File: src/rtl/serial_tx_if.sv
// serial_tx_if -- handshake and line bundle for serial_tx.
//   master : drives In_Valid/In_Data, observes In_Ready, D, Busy, Done
//   slave  : the transmitter side
interface serial_tx_if #(parameter int WIDTH = 4);
   logic             In_Valid;   // word offered
   logic [WIDTH-1:0] In_Data;    // parallel word
   logic             In_Ready;   // transmitter can take a word this cycle
   logic             D;          // serial line, idle high
   logic             Busy;       // frame in progress
   logic             Done;       // STOP cycle of a frame

   modport master (output In_Valid, In_Data, input In_Ready, D, Busy, Done);
   modport slave  (input In_Valid, In_Data, output In_Ready, D, Busy, Done);
endinterface

File: src/rtl/serial_tx.sv
// serial_tx -- parallel-in, framed serial-out transmitter.
// Frame: START(0), WIDTH data bits (MSB or LSB first), optional even parity
// bit, STOP(1). A word offered during STOP starts the next frame with no gap.
// Ports:
//   Clk  : clock, rising edge
//   Rst  : asynchronous active-high reset
//   bus  : serial_tx_if.slave (In_Valid, In_Data, In_Ready, D, Busy, Done)
// Parameters: WIDTH (2..16) data bits per frame, MSB_FIRST (1 = MSB first).
// Build option: define SERIAL_TX_PARITY_EN to insert the parity bit.
module serial_tx #(
   parameter int WIDTH     = 4,
   parameter bit MSB_FIRST = 1'b1
) (
   input  logic        Clk,
   input  logic        Rst,
   serial_tx_if.slave  bus
);

   localparam int           CW   = $clog2(WIDTH);
   localparam logic [CW-1:0] LAST = CW'(WIDTH - 1);

`ifdef SERIAL_TX_PARITY_EN
   typedef enum logic [2:0] {S_IDLE, S_START, S_DATA, S_PARITY, S_STOP} state_t;
`else
   typedef enum logic [1:0] {S_IDLE, S_START, S_DATA, S_STOP} state_t;
`endif

   state_t           state_q, state_d;
   logic [CW-1:0]    cnt_q, cnt_d;
   logic [WIDTH-1:0] sh_q, sh_d;
   logic             d_q, d_d;
`ifdef SERIAL_TX_PARITY_EN
   logic             par_q, par_d;
`endif

   logic             in_ready;
   logic             accept;
   logic             sh_out;
   logic [WIDTH-1:0] sh_next;

   // Bit leaving the shift register and the register after it has gone;
   // vacated positions fill with zero.
   generate
      if (MSB_FIRST) begin : g_msb
         assign sh_out  = sh_q[WIDTH-1];
         assign sh_next = {sh_q[WIDTH-2:0], 1'b0};
      end else begin : g_lsb
         assign sh_out  = sh_q[0];
         assign sh_next = {1'b0, sh_q[WIDTH-1:1]};
      end
   endgenerate

   // Reset dominates every flop, so nothing can be accepted while Rst is high
   // even though In_Ready reads 1 in IDLE.
   assign accept = bus.In_Valid & in_ready;

   // State register
   always_ff @(posedge Clk or posedge Rst) begin
      if (Rst) begin
         state_q <= S_IDLE;
         cnt_q   <= '0;
         sh_q    <= '0;
         d_q     <= 1'b1;
`ifdef SERIAL_TX_PARITY_EN
         par_q   <= 1'b0;
`endif
      end else begin
         state_q <= state_d;
         cnt_q   <= cnt_d;
         sh_q    <= sh_d;
         d_q     <= d_d;
`ifdef SERIAL_TX_PARITY_EN
         par_q   <= par_d;
`endif
      end
   end

   // Next state; d_d is the line level for the state being entered so the
   // line comes straight from a flop.
   always_comb begin
      state_d = state_q;
      cnt_d   = cnt_q;
      sh_d    = sh_q;
      d_d     = d_q;
`ifdef SERIAL_TX_PARITY_EN
      par_d   = par_q;
`endif
      case (state_q)
         S_IDLE, S_STOP: begin
            if (accept) begin
               state_d = S_START;
               sh_d    = bus.In_Data;
               d_d     = 1'b0;
`ifdef SERIAL_TX_PARITY_EN
               // Parity taken from the word as latched; the shift register
               // is consumed during DATA.
               par_d   = ^bus.In_Data;
`endif
            end else begin
               state_d = S_IDLE;
               d_d     = 1'b1;
            end
         end
         S_START: begin
            state_d = S_DATA;
            cnt_d   = '0;
            d_d     = sh_out;
            sh_d    = sh_next;
         end
         S_DATA: begin
            if (cnt_q == LAST) begin
               cnt_d   = '0;
`ifdef SERIAL_TX_PARITY_EN
               state_d = S_PARITY;
               d_d     = par_q;
`else
               state_d = S_STOP;
               d_d     = 1'b1;
`endif
            end else begin
               cnt_d = cnt_q + 1'b1;
               d_d   = sh_out;
               sh_d  = sh_next;
            end
         end
`ifdef SERIAL_TX_PARITY_EN
         S_PARITY: begin
            state_d = S_STOP;
            d_d     = 1'b1;
         end
`endif
         default: begin
            state_d = S_IDLE;
            d_d     = 1'b1;
         end
      endcase
   end

   // Outputs
   always_comb begin
      in_ready     = (state_q == S_IDLE) || (state_q == S_STOP);
      bus.In_Ready = in_ready;
      bus.Busy     = (state_q != S_IDLE);
      bus.Done     = (state_q == S_STOP);
      bus.D        = d_q;
   end

endmodule
File: src/flat_wrapper.sv
// flat-port wrapper written by rule: the top's interface ports become plain ports
module serial_tx_flat 
#(
   parameter int WIDTH     = 4,
   parameter bit MSB_FIRST = 1'b1
)
  (Clk, Rst, bus_In_Valid, bus_In_Data, bus_In_Ready, bus_D, bus_Busy, bus_Done);
  serial_tx_if #(.WIDTH(WIDTH)) bus_i ();
  input  logic Clk;
  input  logic Rst;
  input wire logic [$bits(bus_i.In_Valid)-1:0] bus_In_Valid;
  input wire logic [$bits(bus_i.In_Data)-1:0] bus_In_Data;
  output wire logic [$bits(bus_i.In_Ready)-1:0] bus_In_Ready;
  output wire logic [$bits(bus_i.D)-1:0] bus_D;
  output wire logic [$bits(bus_i.Busy)-1:0] bus_Busy;
  output wire logic [$bits(bus_i.Done)-1:0] bus_Done;
  assign bus_i.In_Valid = bus_In_Valid;
  assign bus_i.In_Data = bus_In_Data;
  assign bus_In_Ready = bus_i.In_Ready;
  assign bus_D = bus_i.D;
  assign bus_Busy = bus_i.Busy;
  assign bus_Done = bus_i.Done;
  serial_tx #(.WIDTH(WIDTH), .MSB_FIRST(MSB_FIRST)) u_core (.Clk(Clk), .Rst(Rst), .bus(bus_i));
endmodule
File: config.mk
export PLATFORM = sky130hd
export DESIGN_NAME = serial_tx_flat
export DESIGN_NICKNAME = d
export VERILOG_FILES = /design/src/rtl/serial_tx_if.sv /design/src/rtl/serial_tx.sv /design/src/flat_wrapper.sv
export SDC_FILE = /design/constraint.sdc
export NUM_CORES = 1
export LEC_CHECK = 0
export BUFFER_PORTS_ARGS = -buffer_cell sky130_fd_sc_hd__clkbuf_2
export CAP_MARGIN = 20
export CORE_AREA = 2 2 39 41
export CTS_CLUSTER_SIZE = 30
export DETAILED_ROUTE_END_ITERATION = 10
export DIE_AREA = 0 0 41 43
export GPL_TIMING_DRIVEN = 0
export SETUP_SLACK_MARGIN = 0.3
export SYNTH_ARGS = -nofsm -noshare
export SYNTH_HDL_FRONTEND = slang
export SYNTH_SLANG_ARGS = --single-unit
export TNS_END_PERCENT = 10
File: constraint.sdc
create_clock -name Clk -period 3.7 [get_ports Clk]
set_input_delay 0.185 -clock Clk [delete_from_list [all_inputs] [get_ports Clk]]
set_output_delay 0.185 -clock Clk [all_outputs]
set_load 0.03 [all_outputs]
; ---- Word-level counts from Yosys, hierarchy flattened
; Index checks and enable logic that the tools add are counted.
[op_classes]
n_addsub = 1
eq_ne = 7
mux = 11
n_bitwise = 1
reduce_logical = 6
[op_table]
columns = operator, n
row1 = $pmux 4 s3, 1
row2 = $mux 4, 2
row3 = $eq 2x2->1 const B, 3
row4 = $pmux 2 s3, 1
row5 = $mux 2, 2
row6 = $ne 2x1->1 const B, 2
row7 = $pmux 2 s2, 1
row8 = $reduce_bool 2->1, 2
row9 = $mux 1, 3
row10 = $pmux 1 s3, 1
row11 = $add 2x1->2 const B, 1
row12 = $eq 2x1->1 const B, 1
row13 = $logic_not 2->1, 1
row14 = $ne 2x2->1 const B, 1
row15 = $reduce_and 2->1, 1
row16 = $reduce_or 2->1, 1
row17 = $and 1x1->1, 1
row18 = $logic_or 1x1->1, 1
[word_totals]
regBits = 9
out_inout_bits = 4
wordCells = 30

; ---- Depth between registers and ports, before layout
; Gate-level depths: netlist of the first run.
[depth]
ltp_word = 5
ltp_mapped = 6
depth_no_buf = 5

; ---- Worst setup path before layout of the first run
; OpenSTA, ideal clock, no wires.
[synth_path]
path_type = register to register
from = reg u_core.state_q[0]
to = reg u_core.state_q[1]
setup_time_ns = 0.138
t_arrival_ns = 1.233
required_ns = 3.562
setup_slack_ns = 2.328
path_stages_with_launch = 6
path_buffers = 1
period_less_slack_ns = 1.372
cell_sequence = dfrtp_1 > inv_1 > ha_1 > buf_6 > inv_1 > o21ai_0
[synth_between]
elab_chain_cells = 3
[synth_lines]
columns = item, line_no
row1 = start: declaration, serial_tx.sv:28  ; state_t state_q, state_d;
row2 = start signal: assignment, serial_tx.sv:68  ; state_q <= state_d;
row3 = $eq 2x2->1 or $logic_not 2->1 (tied branches), serial_tx.sv:88  ; case (state_q)
row4 = $reduce_or 2->1, serial_tx.sv:88
row5 = $pmux 2 s3 (*), serial_tx.sv:88
row6 = via u_core.state_d[1], serial_tx.sv:28
; Mark *: on every way through the listed nets, which the timed path passes. The rest lies on a longest branch.
; A chain may end at the register's enable or synchronous reset.

; ---- Worst setup path in the final report of the first run
[layout_path]
from = reg u_core.state_q[0]
to = out bus_In_Ready
[layout_between]
elab_chain_cells = 2
[layout_lines]
columns = item, line_no
row1 = $eq 2x2->1 or $logic_not 2->1 (tied branches), serial_tx.sv:141  ; in_ready = (state_q == S_IDLE) || (state_q == S_STOP);
row2 = $logic_or 1x1->1 (*), serial_tx.sv:141
row3 = end: declaration, flat_wrapper.sv:13  ; output wire logic [$bits(bus_i.In_Ready)-1:0] bus_In_Ready;
; Every way passes the cells marked *; elsewhere a longest branch is shown, timed or not.

==> results of run 1 <==
[per-layer routing]
layer,up-vias,global-route usage (%)
met3,2,3.141
met1,176,19.06
li1,211,-
met5,-,0
met4,0,10.00
met2,8,22.81
[worst min path at each step]
stage	to	slack (ns)	depth (start not counted)
after global placement	u_core.sh_q[0]$_DFFE_PP0P_	0.15	2
after global routing	u_core.sh_q[0]$_DFFE_PP0P_	0.25	3
after detailed placement	u_core.sh_q[0]$_DFFE_PP0P_	0.15	2
after floorplan	u_core.cnt_q[0]$_DFFE_PP0N_	0.01	1
after CTS	u_core.sh_q[0]$_DFFE_PP0P_	0.24	3
final	u_core.sh_q[0]$_DFFE_PP0P_	0.25	3
[layout make-up]
| class | count | area share, % |
|---|---|---|
| inverters | 6 | 3.579 |
| plain buffers | 2 | 2.982 |
| clock buffers | 4 | 4.175 |
| flip-flops and latches | 9 | 35.98 |
| well taps | 16 | 3.181 |
| repair buffers | 10 | 8.748 |
| multi-input cells | 36 | 41.35 |
[through the flow]
stage / total power [W] / utilization [%] / hold WS, ns / area [um2] / cells
2_1_floorplan: 0.0004382 / - / 0.01220 / 528.0 / 53
3_3_place_gp: 0.0005027 / 42.86 / 0.1469 / 593.1 / 78
3_5_place_dp: 0.0005081 / 42.86 / 0.1517 / 593.1 / 78
4_1_cts: 0.0005886 / 45.48 / 0.2403 / 629.4 / 83
5_1_grt: 0.0006436 / 45.48 / 0.2463 / 629.4 / 83
6_report: 0.0005837 / 45.48 / 0.2486 / 629.4 / 83
[critical path, delay by kind of cell (launching register included)]
kind / cells / cell delay, ns
buffers and inverters: 4 / 0.59
flip-flops: 1 / 0.38
adder cells (fa/ha/maj): 1 / 0.31
[cells by family after synthesis]
family	share of synthesized area (%)
compound gates	21.09
simple gates	14.45
flops	42.89
buf+inv	7.820
fa+ha+maj	11.85
mux	1.896
[registers in the layout, indices dropped and copies added, names as in the netlist]
name / count
u_core.cnt_q: 2
u_core.bus.D: 1
u_core.state_q: 2
u_core.sh_q: 4
[cells in the mapped netlist]
cell type  number  area (um2)
a31oi_1         2       12.51
buf_4           1       7.510
buf_6           1       11.26
o21ai_0         3       15.01
nand2_1         3       11.26
inv_1           6       22.52
mux2i_1         1       10.01
nand3_1         1       5.000
nor2_1          1       3.750
dfstp_2         1       26.28
nand2b_1        2       12.51
or2b_1          1       7.510
a21bo_2         1       10.01
ha_1            5       62.56
a21oi_1         3       15.01
nor3b_1         1       7.510
and2b_1         1       7.510
a211oi_2        1       12.51
dfrtp_1         8       200.2
nor2b_1         2       12.51
o22ai_1         6       37.54
o2bb2ai_1       1       8.760
and2_4          1       8.760
[timing repair]
action                                 in CTS  in global routing
endpoints found under the hold margin       8                  0
setup endpoints to repair                   0                  0
hold buffers                                1                  0
[power breakdown]
group / switching [W] / total, W / internal [W]
sequential: 0.0000315 / 0.000181 / 0.000150
combinational: 0.000197 / 0.000326 / 0.000128
clock: 0.0000351 / 0.0000767 / 0.0000416
==> impl_metrics.yaml, run 1 <==
timing:
  drv_slew: 0
  finalHoldViolCount: 0
  rsz0062_at_grt: "no"
  fmax_ghz: 0.5796
  setup_tns_ns: 0
  finalCriticalPeriod_ns: 1.725
  worst_slack_ns: 1.975
  setup_violations: 0
  fin_crit_sh_pct: 46.63
  worst_slew_pin_slew_ns: 0.3524
  slew_headroom_pct: 76.48
  skew_ns: 0.003797
synth:
  yosysUniqueCellTypes: 23
  synthCells: 53
  syn_area_per_cell_um2: 9.962
  ys_warn_count: 0
  yosysSeqAreaShare_pct: 42.89
  syn_nets: 65
  synth-seq-cells: 9
  syn_area_um2: 528.0
worst_setup_path:
  cp_max_fo: 10
  endpoint: "bus_In_Ready"
  timing.critical_path.from: "u_core.state_q[0]$_DFFE_PP0P_"
  critPathCaptureType: "output pin"
  rr_worst_depth: 6
  cpPeakStageDelay_ns: 0.38
  rr_startpoint: "u_core.state_q[1]$_DFFE_PP0P_"
  r2r_end: "u_core.sh_q[2]$_DFFE_PP0P_"
  path_cells: "inv_1 > ha_1 > buf_6 > inv_1 > clkbuf_2"
  required_ns: 3.51
  critPathKind: "flip-flop to output pin"
  cp_slowest_cell: "dfrtp_1"
  startpoint_type: "flip-flop"
  cp_data_arrival_time_ns: 1.54
  path_common_cell: "inv_1"
  r2r_slack_ns: 2.24
routing:
  dr.pass1.iters: 2
  ant_nets: 0
  wl_met1_um: 468
  avgViaCountPerCell: 4.783
  detail_route.iter0.violations: 2
  wl_per_cell_um: 11.88
  totalWireLength_um: 986
  vias: 397
  drc: 0
  dr.max_layer_used: "met4"
  met3_wirelength_um: 37
  routed-wl-met2_um: 470
floorplanning:
  die_y_um: 43
  rows: 14
  io_pins: 11
  dieArea_mm2: 0.001763
  die_w_um: 41
  start_util_pct: 38.16
  core_mm2: 0.001384
placement:
  numPortBuffers: 9
  detailedPlace.worstSlack_ns: 2.250
  routabilityCongestion: 0.6831
  place_hpwl_um: 709.7
clock_tree:
  clockBufferDepth: 2
  cts_buffers: 3
  root_buffer: "clkbuf_4"
  htreeDepth: 1
  post_cts_resized: 0
  path_clk_slew_ns: 0.06
  clock_sinks: 9
  post_cts_buffers: 0
  cts_tree: "yes"
  worstSkewPairLatency_ns: 0.26
min_path:
  hold_class: "primary input to flip-flop"
  hold_start: "bus_In_Data[0]"
cells_and_area:
  antenna_cells: 0
  multi_input_area_um2: 260.3
  seqCellArea_um2: 226.5
  synthToLayoutAreaGrowth_pct: 19.19
  final_cell_mix: "9 x clkbuf_2, 8 x dfrtp_1, 6 x inv_1, 6 x o22ai_1, 5 x ha_1"
  n_fill_cell: 145
  nets: 80
  mostFrequentLayoutCell: "clkbuf_2"
  drive_above_1_share_pct: 26.87
power:
  leakagePower_nw: 0.3018
  cellPowerDensity_mw_per_mm2: 927.5
  ir_worst_vdd_mv: 0.4822
global_routing:
  antenna_found_initial: 0
  grtUsageTotal_pct: 15.35
  grt_max_degree: 11
  grt_pass1_wl_um: 1787
  grt_pass1_vias: 426
  grt_overflow: 0
outcome:
  outcome: "finished clean"
job:
  cap_violations: 0
(Power assumes the default switching activity.)
==> run 2, diff against run 1 <==
- clock period: 3.7 -> 1.8 ns (I/O delays scaled with it)
==> run 2 against run 1 <==
Largest cell class unchanged. Total power increased by 130%. Wire length is 4.6% higher. Die area did not move. Highest routed layer unchanged. Largest power group unchanged.
==> impl_metrics.yaml, run 2 (same netlist as run 1, synthesis figures left out) <==
routing:
  totalWireLength_um: 1031
  wl_per_cell_um: 11.99
  drc: 0
  dr.pass1.iters: 2
  vias: 420
  met3_wirelength_um: 38
  routed-wl-met2_um: 512
  dr.max_layer_used: "met4"
  wl_met1_um: 471
  detail_route.iter0.violations: 2
  ant_nets: 0
  avgViaCountPerCell: 4.884
worst_setup_path:
  critPathKind: "flip-flop to output pin"
  cpPeakStageDelay_ns: 0.38
  path_cells: "inv_1 > ha_4 > buf_6 > inv_4 > clkbuf_8"
  critPathCaptureType: "output pin"
  startpoint_type: "flip-flop"
  cp_max_fo: 10
  required_ns: 1.71
  rr_startpoint: "u_core.state_q[1]$_DFFE_PP0P_"
  rr_worst_depth: 6
  r2r_end: "u_core.sh_q[2]$_DFFE_PP0P_"
  r2r_slack_ns: 0.42
  cp_slowest_cell: "dfrtp_1"
  cp_data_arrival_time_ns: 1.32
clock_tree:
  root_buffer: "clkbuf_4"
  cts_tree: "yes"
  clock_sinks: 9
  htreeDepth: 1
  clockBufferDepth: 2
  path_clk_slew_ns: 0.06
  cts_buffers: 3
  worstSkewPairLatency_ns: 0.26
cells_and_area:
  top_regs: "u_core.sh_q x4, u_core.cnt_q x2, u_core.state_q x2"
  largest_reg_flops: 4
  nets: 83
  final_core_util_pct: 48.82
  drive_above_1_share_pct: 34.29
  final_cell_mix: "8 x clkbuf_2, 8 x dfrtp_1, 6 x o22ai_1"
  antenna_cells: 0
  multi_input_area_um2: 272.8
  top_register: "u_core.sh_q"
  seqCellArea_um2: 226.5
  n_fill_cell: 141
  design_area_um2: 675.6
  synthToLayoutAreaGrowth_pct: 27.96
global_routing:
  grtUsageTotal_pct: 15.14
  grt_max_degree: 11
  grt_overflow: 0
  grt_pass1_wl_um: 1759
  grt_pass1_vias: 423
  antenna_found_initial: 0
timing:
  finalHoldViolCount: 0
  fmax_ghz: 0.7090
  rsz0062_at_grt: "no"
  slew_headroom_pct: 76.49
  drv_slew: 0
  setup_tns_ns: 0
  whs_ns: 0.1538
  setup_violations: 0
  finalCriticalPeriod_ns: 1.410
  fin_crit_sh_pct: 78.36
  skew_ns: 0.003657
  worst_slew_pin_slew_ns: 0.3523
power:
  power_frac_seq_pct: 27.2
  cellPowerDensity_mw_per_mm2: 1973
  total_power_w: 0.001333
  intPower_w: 0.0007519
  p_comb_share_pct: 61.0
  p_sw_w: 0.0005811
  ir_worst_vdd_mv: 1.102
  swShare_pct: 43.60
  leakagePower_nw: 0.3186
  clkPwrFrac_pct: 11.8
floorplanning:
  die_w_um: 41
  dieArea_mm2: 0.001763
  rows: 14
  io_pins: 11
  core_mm2: 0.001384
  die_y_um: 43
  start_util_pct: 38.16
placement:
  place_hpwl_um: 709.7
  numPortBuffers: 9
  placed_area_um2: 593.1
  routabilityCongestion: 0.6831
min_path:
  hold_start: "bus_In_Data[0]"
  holdPathStages: 3
  hold_class: "primary input to flip-flop"
  whs_endpoint: "u_core.sh_q[0]$_DFFE_PP0P_"
outcome:
  outcome: "finished clean"
job:
  cap_violations: 0
-- run 2: cell types whose count changed in the layout (fill, tap and decap cells not counted), sizes merged --
cell / change
buf: +3
-- run 2: final cells by class --
cell class / instances / share of cell area (%)
plain buffers: 2 / 2.778
repair buffers: 13 / 12.78
inverters: 6 / 3.704
multi-input cells: 36 / 40.37
well taps: 16 / 2.963
clock buffers: 4 / 3.889
flip-flops and latches: 9 / 33.52
-- run 2: power by group through the flow --
stage / registers (W) / clock network (W) / logic, W
floorplan: 0.000386 / 0 / 0.000515
global route: 0.000373 / 0.000177 / 0.000906
detailed placement: 0.000378 / 0 / 0.000667
global placement: 0.000372 / 0 / 0.000662
finish: 0.000362 / 0.000157 / 0.000813
CTS: 0.000362 / 0.000163 / 0.000760
-- run 2: metrics by stage --
stage | setup slack (ns) | cells
after floorplan | 0.4281 | 53
after CTS | 0.3030 | 85
after global placement | 0.3763 | 78
after detailed placement | 0.3515 | 78
after global routing | 0.3312 | 86
final | 0.3896 | 86
-- run 2: repair_timing --
action	in CTS	in global routing
hold endpoints to repair	8	0
setup buffers	2	1
hold buffers	1	0
gates cloned	0	0
setup endpoints to repair	1	4
gates resized for setup	3	3
-- run 2: worst max-delay path, delay by kind of cell (launching register included) --
family                     cells  cell delay [ns]
buffers and inverters          4             0.47
adders and majority gates      1             0.21
DFF                            1             0.38
-- run 2: worst max path at each step --
stage | start | endpoint | slack, ns | cells past startpoint
6_report | u_core.state_q[1]$_DFFE_PP0P_ | bus_In_Ready | 0.39 | 5
5_1_grt | u_core.state_q[0]$_DFFE_PP0P_ | bus_In_Ready | 0.33 | 5
4_1_cts | u_core.state_q[0]$_DFFE_PP0P_ | bus_In_Ready | 0.30 | 5
3_5_place_dp | u_core.state_q[0]$_DFFE_PP0P_ | u_core.sh_q[3]$_DFFE_PP0P_ | 0.35 | 6
3_3_place_gp | u_core.state_q[0]$_DFFE_PP0P_ | u_core.sh_q[2]$_DFFE_PP0P_ | 0.38 | 6
2_1_floorplan | u_core.state_q[0]$_DFFE_PP0P_ | u_core.state_q[1]$_DFFE_PP0P_ | 0.43 | 5
-- run 2: routing by layer --
layer,vias to the layer above,global-route usage (%)
met3,2,3.141
met5,-,0
met2,8,22.50
met1,191,18.73
li1,219,-
met4,0,10.00
==> run 3, diff against run 2 <==
- clock period: 1.8 -> 1.4 ns (I/O delays scaled with it)
==> run 3 against run 2 <==
Clock power up 25%. Sequential cell count unchanged. Non-clock buffer count up 3. Design area up 11%. Clock skew about the same. Worst hold slack worse by 0.0071 ns. Worst setup slack worse by 0.34 ns. Critical path depth unchanged. Core utilization up 5.6 points. Sequential share of layout area down 3.5 points. Total power up 53%. Via count up 6.4%.
==> impl_metrics.yaml, run 3 (same netlist as run 1, synthesis figures left out) <==
timing:
  finalCriticalPeriod_ns: 1.355
  finalHoldViolCount: 0
  fin_crit_sh_pct: 96.77
  worst_slew_pin_slew_ns: 0.3428
  skew_ns: 0.003373
  drv_slew: 0
  slew_headroom_pct: 77.12
  fmax_ghz: 0.7381
  setup_violations: 0
  rsz0062_at_grt: "yes"
  worst_slack_ns: 0.04517
routing:
  totalWireLength_um: 1029
  routed-wl-met2_um: 521
  avgViaCountPerCell: 5.022
  wl_per_cell_um: 11.56
  met3_wirelength_um: 40
  dr.pass1.iters: 1
  ant_nets: 0
  detail_route.iter0.violations: 0
  drc: 0
  dr.max_layer_used: "met4"
  vias: 447
  wl_met1_um: 459
worst_setup_path:
  cpPeakStageDelay_ns: 0.35
  cp_max_fo: 6
  startpoint_type: "flip-flop"
  critPathCaptureType: "output pin"
  cp_data_arrival_time_ns: 1.28
  critPathKind: "flip-flop to output pin"
  path_cells: "inv_2 > ha_4 > buf_6 > clkinvlp_4 > buf_8"
  worst-path-buf-inv: 4
  required_ns: 1.33
  cp_slowest_cell: "dfrtp_1"
  critPathTopFamily: "buffers and inverters"
global_routing:
  grt_max_degree: 11
  grt_pass1_vias: 431
  grt_pass1_wl_um: 1745
  grt_overflow: 0
  grtUsageTotal_pct: 14.85
  antenna_found_initial: 0
cells_and_area:
  top_register: "u_core.sh_q"
  seqCellArea_um2: 226.5
  drive_above_1_share_pct: 50.68
  nets: 86
  synthToLayoutAreaGrowth_pct: 42.65
  antenna_cells: 0
  final_core_util_pct: 54.43
  n_fill_cell: 133
  mostFrequentLayoutCell: "dfrtp_1"
  design_area_um2: 753.2
  largest_reg_flops: 4
  top_regs: "u_core.sh_q x4, u_core.cnt_q x2, u_core.state_q x2"
  multi_input_area_um2: 312.8
  final_cell_mix: "8 x dfrtp_1, 7 x buf_4, 6 x clkbuf_2"
clock_tree:
  root_buffer: "clkbuf_4"
  clockBufferDepth: 2
  path_clk_slew_ns: 0.06
  htreeDepth: 1
  cts_buffers: 3
  cts_tree: "yes"
  worstSkewPairLatency_ns: 0.26
  clock_sinks: 9
floorplanning:
  start_util_pct: 38.16
  io_pins: 11
  die_y_um: 43
  dieArea_mm2: 0.001763
  die_w_um: 41
  rows: 14
  core_mm2: 0.001384
placement:
  numPortBuffers: 9
  detailedPlace.worstSlack_ns: -0.02095
  routabilityCongestion: 0.6415
  placed_area_um2: 603.1
  place_hpwl_um: 652.3
job:
  cap_violations: 0
power:
  cellPowerDensity_mw_per_mm2: 2715
  total_power_w: 0.002045
  leakagePower_nw: 0.3363
  ir_worst_vdd_mv: 1.794
min_path:
  hold_class: "primary input to flip-flop"
outcome:
  outcome: "finished clean"
==> run 3: through the flow <==
step                      cells  hold WS (ns)  setup TNS [ns]
after CTS                    89        0.1282               0
after floorplan              53       -0.1028               0
after global routing         89        0.1409        -0.01881
after detailed placement     78       0.03499        -0.03407
after global placement       78       0.03340        -0.01054
final                        89        0.1467               0
==> run 3: timing repair <==
action | CTS | global route
buffers inserted | 6 | 0
hold buffers | 1 | 0
pin swaps | 1 | 3
gates resized for setup | 4 | 21
endpoints found under the setup margin | 12 | 12
hold endpoints to repair | 8 | 0
==> run 3: area by class of cell <==
type                    count  share of cell area (%)
inverters                   6                   3.488
plain buffers               2                   2.492
flip-flops and latches      9                   30.07
clock buffers               4                   3.488
repair buffers             16                   16.28
well taps                  16                   2.658
multi-input cells          36                   41.53
==> run 3: worst paths after layout <==
check | startpoint | slack (ns) | end | depth (start not counted)
min in group asynchronous | Rst | 0.30 | u_core.cnt_q[1]$_DFFE_PP0N_ | 3
worst min-delay path | bus_In_Data[0] | 0.15 | u_core.sh_q[0]$_DFFE_PP0P_ | 3
worst max register to register | u_core.state_q[0]$_DFFE_PP0P_ | 0.09 | u_core.sh_q[2]$_DFFE_PP0P_ | 6
worst min register to register | u_core.cnt_q[0]$_DFFE_PP0N_ | 0.49 | u_core.cnt_q[0]$_DFFE_PP0N_ | 1
worst max-delay path | u_core.state_q[0]$_DFFE_PP0P_ | 0.05 | bus_In_Ready | 5
max in group asynchronous | Rst | 0.80 | u_core.bus.D$_DFF_PP1_ | 3
==> run 3: layer usage <==
metal  vias to the layer above  track usage [%]
met2                        10            20.63
li1                        230                -
met3                         2            3.141
met4                         0            8.000
met1                       205            20.81
met5                         -                0
==> run 3: worst register-to-register path, delay by kind of cell (launching register included) <==
kind,cells,cell delay [ns]
AOI/OAI and AO/OA,3,0.41
adders and majority gates,1,0.26
buffers and inverters,2,0.18
DFF,1,0.35
==> run 3: power by group <==
| part | switching (W) | internal, W | leakage [nW] |
|---|---|---|---|
| Sequential | 0.0000849 | 0.000395 | 0.109 |
| Combinational | 0.000681 | 0.000687 | 0.212 |
| Clock | 0.0000876 | 0.000110 | 0.0150 |
| Total | 0.000853 | 0.00119 | 0.336 |
